**config.mk**
```make
export PLATFORM = sky130hd
export DESIGN_NAME = shift_add_mult_ctrl
export DESIGN_NICKNAME = d
export VERILOG_FILES = /design/src/rtl/mult_pkg.sv /design/src/rtl/shift_add_step.sv /design/src/rtl/shift_add_mult_ctrl.sv
export SDC_FILE = /design/constraint.sdc
export NUM_CORES = 1
export LEC_CHECK = 0
export BUFFER_PORTS_ARGS = -buffer_cell sky130_fd_sc_hd__buf_4
export CAP_MARGIN = 40
export CORE_ASPECT_RATIO = 1.4
export CORE_MARGIN = 4
export CORE_UTILIZATION = 35
export CTS_BUF_LIST = sky130_fd_sc_hd__clkbuf_8
export CTS_CLUSTER_DIAMETER = 120
export DETAILED_ROUTE_END_ITERATION = 8
export PLACE_DENSITY = 0.62
export SETUP_SLACK_MARGIN = 0.2
export SYNTH_ARGS = -nofsm -noshare
export SYNTH_HDL_FRONTEND = slang
export SYNTH_SLANG_ARGS = --single-unit
```
**constraint.sdc**
```tcl
create_clock -name clk -period 3.2 [get_ports clk]
set_input_delay 0.16 -clock clk [delete_from_list [all_inputs] [get_ports clk]]
set_output_delay 0.16 -clock clk [all_outputs]
set_load 0.01 [all_outputs]
```
**src/rtl/mult_pkg.sv**
```systemverilog
// Shared definitions for the shift-and-add multiplier and its neighbours.
package mult_pkg;

    // Default operand width; the product is twice this.
    localparam int DEF_WIDTH = 4;

    // Controller state encoding, shared with the shifter-stage neighbour.
    localparam logic ST_IDLE = 1'b0;
    localparam logic ST_RUN  = 1'b1;

    typedef enum logic {
        S_IDLE = ST_IDLE,
        S_RUN  = ST_RUN
    } mult_state_e;

endpackage : mult_pkg

```
**src/rtl/shift_add_step.sv**
```systemverilog
// One combinational shift-and-add iteration. It conditionally adds the
// multiplicand into the accumulator, then shifts both operands for the next bit.
module shift_add_step #(
    parameter int WIDTH = 4
) (
    input  logic [2*WIDTH-1:0] mcand,
    input  logic [WIDTH-1:0]   mult,
    input  logic [2*WIDTH-1:0] acc,
    output logic [2*WIDTH-1:0] next_mcand,
    output logic [WIDTH-1:0]   next_mult,
    output logic [2*WIDTH-1:0] next_acc
);

    // The add cannot overflow: the partial sum never exceeds (2^WIDTH-1)^2.
    always_comb begin
        next_acc   = acc + (mult[0] ? mcand : '0);
        next_mcand = mcand << 1;
        next_mult  = mult >> 1;
    end

endmodule : shift_add_step

```
**src/rtl/shift_add_mult_ctrl.sv**
```systemverilog
// Sequential unsigned shift-and-add multiplier. It latches the operands on start,
// runs WIDTH add/shift steps, and then registers the product with a one-cycle done.
module shift_add_mult_ctrl
    import mult_pkg::*;
#(
    parameter int WIDTH = DEF_WIDTH,
    parameter int CNT_W = $clog2(WIDTH + 1)
) (
    input  logic               clk,
    input  logic               rst_n,
    input  logic               start,
    input  logic [WIDTH-1:0]   a,
    input  logic [WIDTH-1:0]   b,
    output logic               busy,
    output logic               done,
    output logic [2*WIDTH-1:0] product
);

    localparam int             PW   = 2 * WIDTH;
    localparam logic [CNT_W-1:0] LAST = CNT_W'(WIDTH - 1);

    mult_state_e        state_q, state_d;
    logic [PW-1:0]      mcand_q, mcand_d;
    logic [WIDTH-1:0]   mult_q,  mult_d;
    logic [PW-1:0]      acc_q,   acc_d;
    logic [CNT_W-1:0]   cnt_q,   cnt_d;
    logic [PW-1:0]      prod_q,  prod_d;
    logic               done_q,  done_d;

    logic [PW-1:0]      step_mcand;
    logic [WIDTH-1:0]   step_mult;
    logic [PW-1:0]      step_acc;

    shift_add_step #(.WIDTH(WIDTH)) u_step (
        .mcand      (mcand_q),
        .mult       (mult_q),
        .acc        (acc_q),
        .next_mcand (step_mcand),
        .next_mult  (step_mult),
        .next_acc   (step_acc)
    );

    // State and datapath registers, which are cleared immediately on reset.
    always_ff @(posedge clk or negedge rst_n) begin
        if (!rst_n) begin
            state_q <= S_IDLE;
            mcand_q <= '0;
            mult_q  <= '0;
            acc_q   <= '0;
            cnt_q   <= '0;
            prod_q  <= '0;
            done_q  <= 1'b0;
        end else begin
            state_q <= state_d;
            mcand_q <= mcand_d;
            mult_q  <= mult_d;
            acc_q   <= acc_d;
            cnt_q   <= cnt_d;
            prod_q  <= prod_d;
            done_q  <= done_d;
        end
    end

    // Next-state logic. While busy, start is ignored. The final step writes the
    // accumulated sum directly into product, so no extra cycle is needed.
    always_comb begin
        state_d = state_q;
        mcand_d = mcand_q;
        mult_d  = mult_q;
        acc_d   = acc_q;
        cnt_d   = cnt_q;
        prod_d  = prod_q;
        done_d  = 1'b0;
        case (state_q)
            S_IDLE: begin
                if (start) begin
                    mcand_d = {{WIDTH{1'b0}}, a};
                    mult_d  = b;
                    acc_d   = '0;
                    cnt_d   = '0;
                    state_d = S_RUN;
                end
            end
            S_RUN: begin
                mcand_d = step_mcand;
                mult_d  = step_mult;
                acc_d   = step_acc;
                cnt_d   = cnt_q + CNT_W'(1);
                if (cnt_q == LAST) begin
                    prod_d  = step_acc;
                    done_d  = 1'b1;
                    state_d = S_IDLE;
                end
            end
            default: state_d = S_IDLE;
        endcase
    end

    assign busy    = (state_q == S_RUN);
    assign done    = done_q;
    assign product = prod_q;

endmodule : shift_add_mult_ctrl
```
==> results by stage, run 1 <==
Status:
- The flow ran to the end, and the final reports show no timing, DRC or antenna violations.

Yosys:
- Counting flops and latches in the post-synthesis netlist gives 33.
- Of the synthesized area, sequential elements account for 0.512.
- The mean post-synth cell area is 11.0 um2.
- Synthesis instantiated 25 different standard cells from the library.
- The synthesized design contains 0 enable-type register cells.
- The most used flip-flop cell after synthesis is dfrtp_1.
- The cell count after synthesis is 146.
- The yosys synthesis warning count is 0.
- For this run, asynchronously set or reset flops after synthesis account for 1.00.
- The synthesized netlist occupies a cell area of 1610 um2.
- The synthesized net count is approximately 170.

Timing:
- The worst slew margin relative to its limit is 0.457.
- Setup violations remaining at the end of the flow were counted as 0.
- The final hold slack is 0.131 ns.
- Setup repair after global routing left no endpoint under its margin.
- The final max-slew violation count is 0.
- The pin slew with the least headroom to its limit is 0.812 ns.
- For the finished layout, the period the worst path requires is 2.22 ns.
- The number of endpoints with negative hold slack in the final report came to 0.
- The worst clock skew is about 0.006 ns.
- Dividing the final minimum period by the clock period gives 0.695.
- The summed negative setup slack over all endpoints is 0 ns.
- The maximum clock frequency is 0.449 GHz.

Clock tree:
- Clock tree synthesis found a total of 33 sinks.
- The number of setup buffers added after CTS is 0.
- The clock root buffer is clkbuf_8.
- The clock-pin slew of the registers on the worst-case setup and hold paths is 0.06 ns.
- Counting along the longest clock path gives a buffer depth of 2.
- In this run the number of H-tree levels came out at 2.
- The later-pin clock latency in the skew report is 0.28 ns.
- The clock tree from TritonCTS is built.
- Buffers inserted during clock tree synthesis total 5.

Routing:
- The average routed wire per standard cell is 13.3 um.
- The number of remaining DRC errors is 0.
- The vias after detailed routing is between 1000 and 1500.
- The routed design has 3.06 mm of wire.
- For this run, the detailed router's first-pass iteration total came to 4.
- The post-route antenna net violation count is 0.
- The starting DRC count in detailed routing is 28.
- The per-cell via count in the routed design is 4.94.

Setup path:
- The data arrival time of the worst path is roughly 2.4 ns.
- The kind of critical path is reg -> reg.
- The worst endpoint required time is 3.36 ns.
- For this run, the slowest stage of the critical path takes 0.43 ns.
- In this run the worst path has a maximum fanout of 9.
- The critical path goes through and2_1 -> ha_1 -> fa_1 -> a21oi_1 -> o21ai_0 -> a21oi_1 -> xnor2_1 -> mux2_2.
- Among cell families on the critical path, the largest total delay comes from adder cells.
- The kind of start point of the critical path is a register.
- The critical path starts at mult_q[0].
- The buffers plus inverters on the worst setup path is 0.
- On the critical path, the stage with the largest delay is an instance of dfrtp_1.
- The cell repeated most along the worst path is a21oi_1.
- The worst setup path is captured at a register.
- The worst register-to-register path begins at mult_q[0].

Final layout:
- The final design utilization is 0.442.
- The area of all placed cells without fillers is roughly 1900 um2.
- The layout overhead on the synthesized area is 19.0%.
- The net total in the final layout is 191.
- The count of antenna diodes in the layout is 0.
- In the final layout, the share of cells above drive strength 1 is 0.218.

Global routing:
- For met2 alone, demand over resource in global routing was 0.214.
- After global routing, the most crowded layer is met2.
- In the global route stage, overall resource usage came out at 0.122.
- The remaining global-route overflow is 0.
- The number of antenna violations at the first check in global routing is 0.
- The first global-routing pass estimated 5.33 mm of wire.
- The via count of the first global-routing pass is 1168.
- The met1 routing resource usage after global routing is 0.134.
- The met3 track utilization from global routing is 0.0343.
- Entering global routing, the biggest net connects 34 pins.

Die:
- The height of the chip is 88.3 um.
- The total area inside the core boundary comes to between 4000 and 5000 um2.
- The floorplan step defined a die boundary enclosing between 5000 and 6000 um2.
- The floorplan has 28 rows.
- The count of boundary I/O pins is 21.
- In this run the horizontal extent of the chip is ~65 um.
- The effective utilization at floorplan is 0.371.

Power:
- In this run the power density over the cells is 744 nW/um2.
- The worst ir drop on vdd is 0.000343 V.
- The static power due to leakage is 0.962 nW.

Worst hold path:
- The path class of the tightest hold or removal check is in -> reg.
- The startpoint of the most critical hold path is b[3].

Placement:
- The total half-perimeter wirelength after legalization and detailed placement is 2.24 mm.
- The cell area reported after detailed placement is 1820 um2.
- Routability-driven placement finished with a final weighted congestion of 0.762.
- The number of I/O port buffers is 20.

Run:
- The tool flagged a number of max-cap violations equal to 0.
==> cells in the final DEF (no fill, tap or decap) <==
cell type | netlist | routed
mux2i_1 | 9 | 9
xnor2_1 | 4 | 4
xor2_1 | 3 | 3
dlygate4sd3_1 | 0 | 1
nand2_1 | 20 | 20
fa_1 | 1 | 1
o21ai_1 | 1 | 1
o21ai_0 | 17 | 17
mux2_4 | 1 | 1
mux2_2 | 6 | 6
buf_4 | 0 | 21
a21oi_2 | 1 | 1
clkbuf_8 | 0 | 6
a21oi_1 | 5 | 5
ha_1 | 9 | 9
o211ai_1 | 1 | 1
inv_1 | 6 | 7
a22o_1 | 8 | 8
nand3_1 | 1 | 1
nor2_1 | 5 | 5
a21o_1 | 1 | 1
a211oi_2 | 1 | 1
a22o_2 | 1 | 1
and2_1 | 7 | 7
dfrtp_1 | 33 | 33
==> synth_stat cells (all sizes together) (3+ instances only) <==
| library cell | instances | share of area |
|---|---|---|
| o21ai | 18 | 0.056 |
| a21oi | 6 | 0.021 |
| xor2 | 3 | 0.016 |
| mux2 | 7 | 0.051 |
| nand2 | 20 | 0.047 |
| nor2 | 5 | 0.012 |
| inv | 6 | 0.014 |
| buf | 4 | 0.012 |
| xnor2 | 4 | 0.022 |
| a22o | 9 | 0.050 |
| and2 | 7 | 0.027 |
| mux2i | 9 | 0.056 |
| ha | 9 | 0.070 |
| dfrtp | 33 | 0.51 |
==> worst register-to-register path, cell delays in order (launching register included) <==
cell and delay [ns]:
dfrtp_1 0.43, and2_1 0.16, ha_1 0.22, fa_1 0.42
a21oi_1 0.18, o21ai_0 0.14, a21oi_1 0.19, xnor2_1 0.10
mux2_2 0.26
==> sequential cells by signal, indices dropped and copies added, names as in the netlist <==
| signal | cells |
|---|---|
| acc_q | 8 |
| mcand_q | 8 |
| product | 8 |
| mult_q | 4 |
| cnt_q | 3 |
| busy | 1 |
| done | 1 |
==> per-stage QoR <==
step	setup WS [ns]	total power [W]	std cells
6_report	0.975	0.00143	230
5_1_grt	0.831	0.00153	230
4_1_cts	0.958	0.00145	230
3_5_place_dp	0.992	0.00114	222
3_3_place_gp	1.04	0.00112	222
2_1_floorplan	1.17	0.000960	146
==> cell type report <==
cell class / instances / area, um2
Timing Repair Buffer: 22 / 168
Multi-Input combinational cell: 102 / 741
Tap cell: 60 / 75.1
Sequential cell: 33 / 826
Fill cell: 445 / 2430
Clock buffer: 6 / 82.6
Clock inverter: 1 / 3.75
Inverter: 6 / 22.5
==> kinds of logic after synthesis <==
| kind of cell | after synthesis | share of synthesized area |
|---|---|---|
| compound gates | 36 | 0.144 |
| buf+inv | 11 | 0.0279 |
| xor+xnor | 7 | 0.0380 |
| flops | 33 | 0.512 |
| mux | 16 | 0.107 |
| simple gates | 33 | 0.0885 |
| fa+ha+maj | 10 | 0.0823 |
==> final timing paths <==
kind                            slack, ns  depth (start not counted)          to
min in group asynchronous            0.36                          2    acc_q[7]
worst min register to register       0.49                          2   mult_q[1]
max in group asynchronous            2.52                          2  product[3]
worst max register to register       0.98                          8  product[6]
worst max-delay path                 0.98                          8  product[6]
worst min-delay path                 0.13                          3   mult_q[3]
==> report_power, final <==
group | leakage [nW] | internal, W | switching (W)
sequential | 0.436 | 0.000558 | 0.0000848
clock | 0.0485 | 0.000167 | 0.000135
combinational | 0.477 | 0.000237 | 0.000245
==> timing repair <==
item / CTS / global route
endpoints found under the hold margin: 33 / 0
resized for setup: 0 / 0
hold buffers: 1 / 0
==> metal layers <==
metal	vias up	routed length (um)
met5	-	0
met4	0	56
met3	5	131
met2	18	1600
met1	558	1270
li1	555	-
No activity file was read; power rests on OpenSTA's default activity.
==> run 2: changes to the inputs <==
==> constraint.sdc (replaced) <==
create_clock -name clk -period 2.3 [get_ports clk]
set_input_delay 0.115 -clock clk [delete_from_list [all_inputs] [get_ports clk]]
set_output_delay 0.115 -clock clk [all_outputs]
set_load 0.01 [all_outputs]
==> run 2 against run 1 <==
Worst hold slack worse by 0.062 ns. Global-route usage grew 0.77 points. Critical path type unchanged. Flip-flop and latch count unchanged. Sequential share of layout area decreased by 1.7 points. Combinational power up 46%. Clock skew down 0.0033 ns. Sequential power up 40%.
==> results by stage, run 2 (synthesis gave the netlist of run 1 again) <==
Status:
- The flow ran to the end, and the final reports show no timing, DRC or antenna violations.

Final layout:
- The area of all placed cells without fillers came to 2000 um2 (+4.0%).
- The area occupied by multi-input gates is 766 um2 (+3.4%).
- The number of fill cells in the layout is 430 (-3.4%).
- The library cells used most frequently in the layout, excluding fill and tap cells, are dfrtp_1 (33), buf_4 (26), nand2_1 (20).
- The register cell area after layout came to 826 um2 (unchanged).
- The net total in the final layout came to 196 (+2.6%).
- The fraction of final layout cells with drive strength greater than 1 is 0.278 (+0.0608).
- The count of antenna diodes in the layout came to 0 (unchanged).
- Leaving out fill and tap cells, the most frequent cell in the layout is dfrtp_1.
- The area growth from synthesis to layout is 23.8%.

Placement:
- The number of I/O port buffers came to 20 (unchanged).
- The total half-perimeter wirelength after legalization and detailed placement came to 2.41 mm (+7.6%).
- The final estimated routing congestion in global placement is 0.771 (+1.2%).
- The worst setup slack after placement came to 0.137 ns (-0.856 ns).
- The cell area reported after detailed placement was 1840 um2 (+0.82%).

Setup path:
- The cell type of the slowest stage on the worst timing path is dfrtp_1.
- The worst endpoint required time is 2.47 ns (-0.89 ns).
- The kind of cell with the highest combined delay along the critical path is compound AO/OA/AOI/OAI gates.
- STA classifies the critical path endpoint as a register.
- The buffers plus inverters on the worst setup path is 1 (+1).
- The worst setup path is launched from a register.
- By startpoint and endpoint, the worst setup path is classified as reg -> reg.
- The largest fanout on the critical path is 8 (-1).
- The biggest cell delay along the critical path came to 0.37 ns (-0.06 ns).
- The data arrival time of the worst path came to 2.21 ns (-0.18 ns).
- The signal on the critical path passes through buf_4 -> and2_1 -> ha_4 -> a211oi_2 -> o21ai_2 -> a21oi_2 -> xnor2_1 -> mux2_4.

Clock tree:
- The clock root buffer is clkbuf_8.
- The clock tree from TritonCTS is built.
- The later-pin clock latency in the skew report is 0.29 ns (about the same).
- The total number of H-tree levels is 2 (unchanged).
- The sink count of the clock tree is 33 (unchanged).
- The clock-pin slew of the registers on the worst-case setup and hold paths is 0.07 ns (about the same).
- The number of buffers between clock root and the deepest sink is 2 (unchanged).
- The number of buffers created by CTS is 5 (unchanged).

Timing:
- The maximum clock frequency came to 0.491 GHz (+9.1%).
- The setup slack after layout is 0.262 ns (-0.713 ns).
- The worst slew margin relative to its limit is 0.724 (+0.267).
- The final hold slack is 0.0684 ns (-0.0623 ns).
- The post-layout minimum cycle time is 2.04 ns (-0.187 ns).
- The count of final setup violators is 0 (unchanged).
- The part of the cycle the worst path needs is 0.886 (+0.191).
- The number of endpoints with negative hold slack in the final report is 0 (unchanged).
- The final max-slew violation count is 0 (unchanged).
- Setup repair after global routing could not meet its margin everywhere.
- The summed negative setup slack over all endpoints came to 0 ns (unchanged).
- The worst clock skew is 0.00277 ns (-0.00331 ns).
- The pin slew with the least headroom to its limit is 0.414 ns (-0.398 ns).

Power:
- The static power due to leakage came to 0.988 nW (+2.7%).
- The total design power is 0.00208 W (+46%).
- The worst ir drop on vdd was 0.000560 V (+63%).
- The power per cell area is 1040 nW/um2 (+40%).

Routing:
- The number of remaining DRC errors was 0 (unchanged).
- The per-cell via count in the routed design was 4.87 (-1.3%).
- The starting DRC count in detailed routing is 9 (-68%).
- The number of search-and-repair iterations in the first detailed-routing pass is 2 (-2).
- The vias after detailed routing is 1150 (+1.2%).
- The average routed wire per standard cell is 13.8 um (+3.6%).
- The post-route antenna net violation count is 0 (unchanged).
- The final wirelength came to 3.25 mm (+6.3%).

Die:
- The count of boundary I/O pins is 21 (unchanged).
- The die width is 65.4 um (unchanged).
- The core region area is 4340 um2 (unchanged).
- The die outline area is 5770 um2 (unchanged).
- The site row count was 28 (unchanged).
- The height of the chip came to 88.3 um (unchanged).
- The effective utilization at floorplan was 0.371 (unchanged).

Worst hold path:
- The class of the tightest hold or removal check is in -> reg.

Global routing:
- The remaining global-route overflow came to 0 (unchanged).
- The number of antenna violations at the first check in global routing came to 0 (unchanged).
- The met1 routing resource usage after global routing came to 0.139 (+0.00554).
- The first-pass GRT wire length was 5.65 mm (+6.0%).
- The met3 track utilization from global routing is 0.0445 (+0.0102).
- The peak-usage layer in the global routing report is met2.
- The global routing met2 resource utilization is 0.229 (+0.0157).
- The largest net degree at the start of global routing is 34 (unchanged).
- The via count of the first global-routing pass is 1257 (+7.6%).
- The global-route usage over all layers is 0.130 (+0.00768).

Run:
- The max capacitance violation total is 0 (unchanged).
run 2: cell count changes in the layout (fill, tap and decap cells not counted), sizes merged:
cell / previous run / this run
buf: 21 / 26
inv: 7 / 6
clkinv: 0 / 1
clkbuf: 6 / 7
run 2: power by group:
group | switching [W] | internal [W] | total [W]
Sequential | 0.000120 | 0.000775 | 0.000896
Clock | 0.000211 | 0.000270 | 0.000482
Combinational | 0.000354 | 0.000351 | 0.000705
Total | 0.000686 | 0.00140 | 0.00208
run 2: tightest hold or removal path: cells and delay by family:
family / cells / cell delay (ns)
buf+inv: 1 / 0.08
simple gates: 1 / 0.07
mux: 1 / 0.05
run 2: metal layers:
| metal | up-vias | routed length, um | share of wire |
|---|---|---|---|
| li1 | 561 | - | - |
| met1 | 558 | 1320 | 0.41 |
| met2 | 23 | 1710 | 0.53 |
| met3 | 8 | 140 | 0.043 |
| met4 | 0 | 76 | 0.023 |
| met5 | - | 0 | 0 |
run 2: final timing paths:
check	start	to	slack, ns	cells past startpoint
worst min register to register	cnt_q[0]	cnt_q[0]	0.49	1
min in group asynchronous	rst_n	product[1]	0.30	2
max in group asynchronous	rst_n	acc_q[4]	1.70	2
worst max-delay path	mult_q[0]	product[5]	0.26	8
worst min-delay path	b[3]	mult_q[3]	0.07	3
worst max register to register	mult_q[0]	product[5]	0.26	8
run 2: repair_timing:
action / 4_1_cts / 5_1_grt
endpoints found under the setup margin: 2 / 5
resized for setup: 1 / 5
setup buffers: 0 / 3
pin swaps: 2 / 3
hold buffers: 1 / 0
endpoints found under the hold margin: 33 / 0
run 2: final cells by class:
class                           count  share of cell area
Clock buffer                        7              0.0483
Clock inverter                      1             0.00251
Inverter                            6              0.0113
Multi-Input combinational cell    102               0.384
Sequential cell                    33               0.414
Tap cell                           60              0.0376
Timing Repair Buffer               27               0.103
run 2: metrics by stage:
stage | util | std cells
2_1_floorplan | - | 146
3_3_place_gp | 0.423 | 224
3_5_place_dp | 0.423 | 224
4_1_cts | 0.449 | 233
5_1_grt | 0.459 | 236
6_report | 0.459 | 236
